<file path="config.mk">
export PLATFORM = sky130hd
export DESIGN_NAME = fractal_scheduler
export DESIGN_NICKNAME = d
export VERILOG_FILES = /design/src/rtl/fractal_pkg.sv /design/src/rtl/fractal_scheduler.sv
export SDC_FILE = /design/constraint.sdc
export NUM_CORES = 1
export LEC_CHECK = 0
export CAP_MARGIN = 0
export CORE_AREA = 2 2 149 151
export CTS_CLUSTER_DIAMETER = 80
export DETAILED_ROUTE_END_ITERATION = 8
export DIE_AREA = 0 0 151 153
export PLACE_DENSITY_LB_ADDON = 0.2
export SETUP_SLACK_MARGIN = 0.2
export SLEW_MARGIN = 20
export SYNTH_ARGS = -nofsm -noshare
export SYNTH_HDL_FRONTEND = slang
export SYNTH_SLANG_ARGS = --single-unit
export TNS_END_PERCENT = 30
</file>
<file path="constraint.sdc">
create_clock -name clk -period 1.9 [get_ports clk]
set_input_delay 0.19 -clock clk [delete_from_list [all_inputs] [get_ports clk]]
set_output_delay 0.19 -clock clk [all_outputs]
set_load 0.02 [all_outputs]
</file>
<file path="src/rtl/fractal_pkg.sv">
// rtl/fractal_pkg.sv - shared constants and slot type for the fractal ring
//
// Purpose: Q4.28 fixed-point constants, the iteration limit, and the
//          per-slot bookkeeping record used around the fractal kernel ring.
// Ports:   none (package)

package fractal_pkg;

  // Q4.28 fixed point: 4 integer bits (sign included), 28 fraction bits
  localparam int unsigned FRAC_BITS = 28;
  localparam logic [31:0] ONE       = 32'h1000_0000;  // 1.0
  localparam logic [31:0] ESCAPE    = 32'h4000_0000;  // 4.0, |z|^2 bailout

  localparam int unsigned ITER_WIDTH = 8;
  localparam int unsigned MAX_ITER   = 255;

  localparam int unsigned SLOT_TAG_WIDTH = 16;

  // Sideband record that travels alongside one kernel pipeline slot
  typedef struct packed {
    logic                      valid;
    logic [SLOT_TAG_WIDTH-1:0] tag;
  } slot_t;

endpackage : fractal_pkg

</file>
<file path="src/rtl/fractal_scheduler.sv">
// rtl/fractal_scheduler.sv - ring controller around one fractal_kernel
//
// Purpose: Injects pixel seeds into free kernel slots, recirculates
//          unfinished pixels, and retires finished ones as (iter, tag)
//          results. Slot validity and tags live here; the kernel only
//          carries the numeric state.
// Ports:
//   clk, resetn            clock, asynchronous active-low reset
//   in_valid/in_ready      seed handshake; in_cr, in_ci, in_tag seed data
//   res_valid/res_ready    result handshake; res_iter, res_tag result data
//   busy                   any slot occupied or result pending
//   k_*_in                 driven into the kernel this cycle
//   k_*_out                returned by the kernel PIPELINE_DEPTH cycles later

module fractal_scheduler
  import fractal_pkg::*;
#(
  parameter int unsigned PIPELINE_DEPTH = 9,
  parameter int unsigned DATA_WIDTH     = 32,
  parameter int unsigned TAG_WIDTH      = SLOT_TAG_WIDTH
) (
  input  logic                  clk,
  input  logic                  resetn,

  input  logic                  in_valid,
  output logic                  in_ready,
  input  logic [DATA_WIDTH-1:0] in_cr,
  input  logic [DATA_WIDTH-1:0] in_ci,
  input  logic [TAG_WIDTH-1:0]  in_tag,

  output logic                  res_valid,
  input  logic                  res_ready,
  output logic [ITER_WIDTH-1:0] res_iter,
  output logic [TAG_WIDTH-1:0]  res_tag,

  output logic                  busy,

  output logic                  k_inc_enabled,
  output logic [DATA_WIDTH-1:0] k_zr_in,
  output logic [DATA_WIDTH-1:0] k_zi_in,
  output logic [DATA_WIDTH-1:0] k_cr_in,
  output logic [DATA_WIDTH-1:0] k_ci_in,
  output logic [ITER_WIDTH-1:0] k_iter_in,
  output logic                  k_finished_in,

  input  logic [DATA_WIDTH-1:0] k_zr_out,
  input  logic [DATA_WIDTH-1:0] k_zi_out,
  input  logic [DATA_WIDTH-1:0] k_cr_out,
  input  logic [DATA_WIDTH-1:0] k_ci_out,
  input  logic [ITER_WIDTH-1:0] k_iter_out,
  input  logic                  k_finished_out
);

  // Slot sideband shift register, in lockstep with the kernel pipeline.
  // Index 0 is written this cycle; index PIPELINE_DEPTH-1 is the slot whose
  // kernel results are currently on k_*_out.
  logic [PIPELINE_DEPTH-1:0] slot_valid;
  logic [TAG_WIDTH-1:0]      slot_tag [PIPELINE_DEPTH];

  logic                 ret_valid;
  logic [TAG_WIDTH-1:0] ret_tag;
  logic                 out_free;
  logic                 do_recirc;
  logic                 do_retire;
  logic                 accept;
  logic                 new_valid;
  logic [TAG_WIDTH-1:0] new_tag;

  assign ret_valid = slot_valid[PIPELINE_DEPTH-1];
  assign ret_tag   = slot_tag[PIPELINE_DEPTH-1];

  // The result register can take a new value if it is empty or being
  // drained on this same edge.
  assign out_free = !res_valid || res_ready;

  // A finished pixel that cannot retire keeps circulating; the kernel
  // holds its iteration count because finished_in stays set.
  assign do_recirc = ret_valid && (!k_finished_out || !out_free);
  assign do_retire = ret_valid &&   k_finished_out &&  out_free;

  // The returning slot is reusable when it is empty or retiring now, so a
  // retire and an inject can share one cycle without a bubble. Only
  // registered state and res_ready feed this.
  assign in_ready = !do_recirc;
  assign accept   = in_ready && in_valid;

  assign k_inc_enabled = 1'b1;

  // Kernel input mux: recirculate, inject a fresh seed, or park an empty
  // slot as finished zeros so the kernel never iterates garbage.
  always_comb begin
    k_zr_in       = '0;
    k_zi_in       = '0;
    k_cr_in       = '0;
    k_ci_in       = '0;
    k_iter_in     = '0;
    k_finished_in = 1'b1;
    new_valid     = 1'b0;
    new_tag       = '0;
    if (do_recirc) begin
      k_zr_in       = k_zr_out;
      k_zi_in       = k_zi_out;
      k_cr_in       = k_cr_out;
      k_ci_in       = k_ci_out;
      k_iter_in     = k_iter_out;
      k_finished_in = k_finished_out;
      new_valid     = 1'b1;
      new_tag       = ret_tag;
    end else if (accept) begin
      k_cr_in       = in_cr;
      k_ci_in       = in_ci;
      k_finished_in = 1'b0;
      new_valid     = 1'b1;
      new_tag       = in_tag;
    end
  end

  // Slot sideband shift register
  always_ff @(posedge clk or negedge resetn) begin
    if (!resetn) begin
      slot_valid <= '0;
      for (int i = 0; i < int'(PIPELINE_DEPTH); i++) begin
        slot_tag[i] <= '0;
      end
    end else begin
      slot_valid <= {slot_valid[PIPELINE_DEPTH-2:0], new_valid};
      slot_tag[0] <= new_tag;
      for (int i = 1; i < int'(PIPELINE_DEPTH); i++) begin
        slot_tag[i] <= slot_tag[i-1];
      end
    end
  end

  // Result register: a retire reloads it even while the previous result is
  // being accepted; otherwise a handshake empties it. Data only changes on
  // a reload, and a reload only happens when out_free, so a stalled result
  // stays put.
  always_ff @(posedge clk or negedge resetn) begin
    if (!resetn) begin
      res_valid <= 1'b0;
      res_iter  <= '0;
      res_tag   <= '0;
    end else if (do_retire) begin
      res_valid <= 1'b1;
      res_iter  <= k_iter_out;
      res_tag   <= ret_tag;
    end else if (res_ready) begin
      res_valid <= 1'b0;
    end
  end

  assign busy = (|slot_valid) || res_valid;

endmodule : fractal_scheduler

</file>
==> results of run 1 <==
-- kinds of logic after synthesis --
logic type             after synthesis
multiplexers                        24
AND/OR/NAND/NOR                    241
other                                1
buffers and inverters               49
AO/OA/AOI/OAI                       84
flip-flops                         178
-- critical path, stage by stage, from the launching register on --
cell,delay [ns]
dfrtp_1,0.40
nand2b_4,0.08
a21oi_4,0.20
buf_12,0.19
buf_12,0.15
and2_1,0.15
buf_6,0.13
-- worst max path at each step --
stage / endpoint / slack, ns
2_1_floorplan: k_ci_in[0] / 0.23
3_3_place_gp: k_zr_in[5] / -0.35
3_5_place_dp: k_zi_in[7] / -0.35
4_1_cts: k_cr_in[24] / -0.06
5_1_grt: k_zi_in[17] / -0.10
6_report: k_zr_in[19] / -0.03
-- layout by cell type (no fill, tap or decap), types with 2 or more instances in the layout --
| cell type | count |
|---|---|
| buf_6 | 87 |
| mux2_2 | 4 |
| buf_8 | 3 |
| nand2_1 | 161 |
| clkinv_4 | 2 |
| buf_12 | 18 |
| inv_2 | 2 |
| o22ai_1 | 67 |
| and2_1 | 33 |
| clkbuf_8 | 3 |
| inv_6 | 3 |
| o22ai_2 | 9 |
| clkinv_2 | 3 |
| mux2_4 | 20 |
| buf_4 | 43 |
| buf_2 | 31 |
| clkbuf_16 | 22 |
| bufinv_16 | 2 |
| dfrtp_1 | 177 |
| and2_4 | 40 |
| clkdlybuf4s50_1 | 242 |
| o22ai_4 | 4 |
-- what timing repair did --
item	in CTS	in global routing
endpoints found under the setup margin	140	140
pin swaps	1	27
gates cloned	1	7
hold buffers	1	0
hold endpoints to repair	49	0
buffers inserted	1	1
resized for setup	663	158
-- sequential cells by signal, summed over array words and instances, names as in the netlist --
register / count
ret_tag: 16
res_iter: 8
slot_valid: 9
res_tag: 16
res_valid: 1
slot_tag: 128
-- metal layers --
layer	routed length, µm	vias to the layer above
li1	-	2711
met2	12050	235
met3	1532	31
met4	333	0
met5	0	-
met1	9599	2806
-- final cells by class --
class,instances,area share
repair buffers,432,0.3687
flip-flops and latches,178,0.3683
multi-input cells,350,0.1838
clock buffers,21,0.03889
well taps,280,0.02896
clock inverters,11,0.01045
inverters,2,0.0006206
diodes,1,0.0002069
-- per-stage QoR --
| step | worst slack [ns] | cell area (µm²) |
|---|---|---|
| after floorplan | 0.2307 | 6715 |
| after global placement | -0.3456 | 11120 |
| after detailed placement | -0.3451 | 11120 |
| after CTS | -0.05529 | 11430 |
| after global routing | -0.1013 | 12090 |
| final | -0.03196 | 12100 |
-- power breakdown --
group / total, mW / leakage (nW) / switching, mW / internal (mW)
combinational: 3.08 / 3.12 / 1.43 / 1.65
sequential: 4.45 / 2.28 / 0.191 / 4.26
clock: 3.45 / 0.294 / 1.40 / 2.05
==> flow_summary.yaml, run 1 <==
outcome:
  outcome: "complete, but fails checks"
  failed_checks: "setup timing"
worst_setup_path:
  crit_type: "reg2out"
  r2r-end: "res_tag[0]"
  critPathMaxFanout: 17
  timing.rr.start: "res_valid"
  critPathRequiredTime_ns: 1.71
  ff2ff_path_depth: 5
  start_kind: "register"
  arrival_ns: 1.74
  crit_path_start: "res_valid"
  ff2ff_setup_slack_ns: 0.35
  endpoint_kind: "output port"
placed_design:
  dpl.hpwl_mm: 16.42
  portBuffers: 384
  globalplace.congestion: 0.8328
  dp.cells: 1231
routing:
  ant_nets: 0
  drt-wirelength-per-cell_um: 18.44
  drc: 0
  viasPerCell: 4.536
  drt_first_iter_violations: 217
  detail_route.first_pass.iterations: 4
  totalWireLength_mm: 23.52
  vias: 5783
sta:
  slew_violations: 0
  slew_headroom: 0.6598
  setup-tns-final_ns: -0.7548
  max_freq_ghz: 0.5176
  layout_setup_ws_ns: -0.03196
  setup_violations: 58
  whs_ns: 0.2768
  fin_crit_sh: 1.017
  rsz0062_at_grt: "true"
  worst_slew_pin_slew_ns: 0.5103
  fin_crit_ns: 1.932
  hold_viol_final: 0
  finClkSkew_ns: 0.006090
synthesis:
  synthAdderAreaFrac: 0
  yosysTopAreaCellShare: 0.6633
  ys_types: 24
  synthMuxAreaShare: 0.05143
  synth_top_family_by_area: "simple AND/OR/NAND/NOR gates"
  synth_flop_cell: "dfrtp_1"
  syn_avg_cell_area_um2: 11.64
  syn_area_um2: 6715
  synth_xor_area_frac: 0
  synth-seq-cells: 178
  synth_edf_count: 0
  yosys_warnings: 0
  synth-compound-area-share: 0.07956
  synthCells: 577
  yosys-top-cells-area: "dfrtp_1 66%, nand2_1 9.0%, o22ai_1 7.5%"
  synth_top_area_cell: "dfrtp_1"
  yosysMostFrequentCell: "dfrtp_1"
  yosys-top-cells-count: "178 x dfrtp_1, 161 x nand2_1, 80 x o22ai_1"
  synth-seq-area-share: 0.6633
  yosys.area_share.simple: 0.1653
  syn_nets: 798
  ys_async_sr_fraction: 1.000
floorplan:
  row_count: 54
  dieArea_um2: 23100
  die_h_um: 153
  fp.dieW_um: 151
  coreArea_um2: 21490
  start_util: 0.3125
  ios: 386
grt:
  gr-usage-all-layers: 0.1928
  use_met3: 0.05134
  use_met2: 0.3193
  grt-ovfl-total: 0
  grt_pass1_vias: 5813
  grt_first_pass_wirelength_mm: 33.55
  antenna_found_initial: 0
  grt_start_max_net_pins: 55
  grt.met1_usage: 0.2491
  busiest_layer: "met2"
finish:
  multi_input_area_um2: 2223
  fin_nets: 1202
  syn_to_final_growth_pct: 80.14
  drive_gt1_frac: 0.3068
  fillers: 1868
  fin_cells: 1275
  final_core_util: 0.5630
  seq_area_um2: 4456
pwr:
  p_leak_nw: 5.690
  report.power.total_mw: 10.97
  powerDensity_nw_per_um2: 907.2
  ir_worst_vdd_uv: 609.5
worst_hold_path:
  hold_depth: 4
  worst_hold_path_type: "in2reg"
  hold_end: "slot_tag[143]"
  min_from: "in_valid"
clock_network:
  htreeDepth: 4
  clockRootBuffer: "clkbuf_16"
  worst_skew_pair.late_latency_ns: 0.42
  clock_sinks: 178
  cts_tree: "done"
  cts.reportedPaths.clkPinSlew_ns: 0.06
  clk_path_buf_depth: 2
  numCtsBuffers: 17
job:
  cap_violations: 0
Power figures use the tool's default switching activity.
==> run 2: changes to the inputs <==
- TNS_END_PERCENT: 30 -> not set
==> flow_summary.yaml, run 2 (synthesized netlist as in run 1, its figures left out) <==
placed_design:
  globalplace.congestion: 0.8328
  dpl.hpwl_mm: 16.42
  dpl_worst_slack_ns: -0.3451
  portBuffers: 384
sta:
  fin_crit_sh: 1.016
  setup_violations: 65
  finClkSkew_ns: 0.005652
  rsz0062_at_grt: "true"
  slew_headroom: 0.6532
  layout_setup_ws_ns: -0.02969
  max_freq_ghz: 0.5182
  slew_violations: 0
  hold_viol_final: 0
  fin_crit_ns: 1.930
  worst_slew_pin_slew_ns: 0.5202
  setup-tns-final_ns: -0.5852
worst_setup_path:
  endpoint_kind: "output port"
  ff2ff_path_depth: 5
  crit_type: "reg2out"
  critPathRequiredTime_ns: 1.71
  arrival_ns: 1.74
  worstSetupEndpoint: "k_zr_in[19]"
  critPathMaxFanout: 17
  timing.rr.start: "slot_valid[8]"
  r2r-end: "res_tag[0]"
  crit_path_start: "res_valid"
  ff2ff_setup_slack_ns: 0.30
  start_kind: "register"
floorplan:
  start_util: 0.3125
  ios: 386
  dieArea_um2: 23100
  coreArea_um2: 21490
  fp.dieW_um: 151
  die_h_um: 153
  row_count: 54
grt:
  grt_first_pass_wirelength_mm: 33.85
  gr-usage-all-layers: 0.1948
  grt_start_max_net_pins: 55
  grt-ovfl-total: 0
  antenna_found_initial: 0
  grt_pass1_vias: 5869
worst_hold_path:
  hold_depth: 4
  worst_hold_path_type: "in2reg"
finish:
  largest_reg_flops: 128
  fillers: 1872
  syn_to_final_growth_pct: 80.01
  final_core_util: 0.5626
  n_antenna_cell: 0
  layout_common_cells: "242 x clkdlybuf4s50_1, 177 x dfrtp_1, 161 x nand2_1"
  fin_nets: 1202
  drive_gt1_frac: 0.3018
  final_common_cell: "clkdlybuf4s50_1"
  top_register: "slot_tag"
routing:
  drc: 0
  ant_nets: 0
  vias: 5747
  viasPerCell: 4.511
  totalWireLength_mm: 23.20
  drt-wirelength-per-cell_um: 18.21
  drt_first_iter_violations: 211
  detail_route.first_pass.iterations: 7
clock_network:
  worst_skew_pair.late_latency_ns: 0.42
  clock_sinks: 178
  clockRootBuffer: "clkbuf_16"
  clk_path_buf_depth: 2
  cts_tree: "done"
  numCtsBuffers: 17
  htreeDepth: 4
  cts.reportedPaths.clkPinSlew_ns: 0.06
job:
  cap_violations: 0
pwr:
  report.power.total_mw: 10.97
  p_leak_nw: 5.672
  ir_worst_vdd_uv: 609.1
  powerDensity_nw_per_um2: 907.6
outcome:
  outcome: "complete, but fails checks"
  failed_checks: "setup timing"
-- run 2: layout make-up --
type	count	area [µm²]	share of cell area
Timing Repair Buffer	432	4462	0.3691
Clock inverter	11	126.4	0.01045
Sequential cell	178	4456	0.3686
Inverter	2	7.507	0.0006211
Clock buffer	21	470.5	0.03892
Multi-Input combinational cell	350	2216	0.1833
Tap cell	280	350.3	0.02898
-- run 2: metal layers --
layer	vias to the layer above	track usage	share of wire
met3	40	0.04328	0.066
met5	-	0	0
met4	0	0.05919	0.020
met2	228	0.3240	0.50
met1	2770	0.2540	0.41
li1	2709	-	-
-- run 2: through the flow --
step | instances | area [µm²] | hold WS, ns
finish | 1274 | 12090 | 0.2731
global placement | 1231 | 11120 | 0.1783
global route | 1274 | 12090 | 0.2909
floorplan | 577 | 6715 | -0.1056
CTS | 1268 | 11770 | 0.2514
detailed placement | 1231 | 11120 | 0.1814
-- run 2: critical path, cell delays in order (launching register included) --
cell and delay [ns]:
dfrtp_1 0.40, nand2b_4 0.08, a21oi_4 0.20, buf_12 0.19
buf_12 0.15, and2_1 0.15, buf_6 0.13
-- run 2: where the power goes --
group          internal (mW)  switching, mW
registers               4.26          0.189
clock network           2.05           1.40
logic                   1.65           1.42
-- run 2: how the worst min path moves through the flow --
stage                     startpoint             to  slack [ns]
after floorplan               resetn    res_iter[0]       -0.11
after global placement        resetn     ret_tag[4]        0.18
after detailed placement      resetn   slot_tag[21]        0.18
after CTS                   in_valid  slot_tag[131]        0.25
after global routing        in_valid  slot_tag[139]        0.29
final                       in_valid  slot_tag[131]        0.27
-- run 2: repair_timing --
item                       in CTS  in global routing
hold endpoints to repair       49                  0
gates resized for setup       766                 58
pin swaps                       9                  9
hold buffers                    1                  0
setup endpoints to repair     140                140
setup buffers                   2                  2
cloned                          2                  4
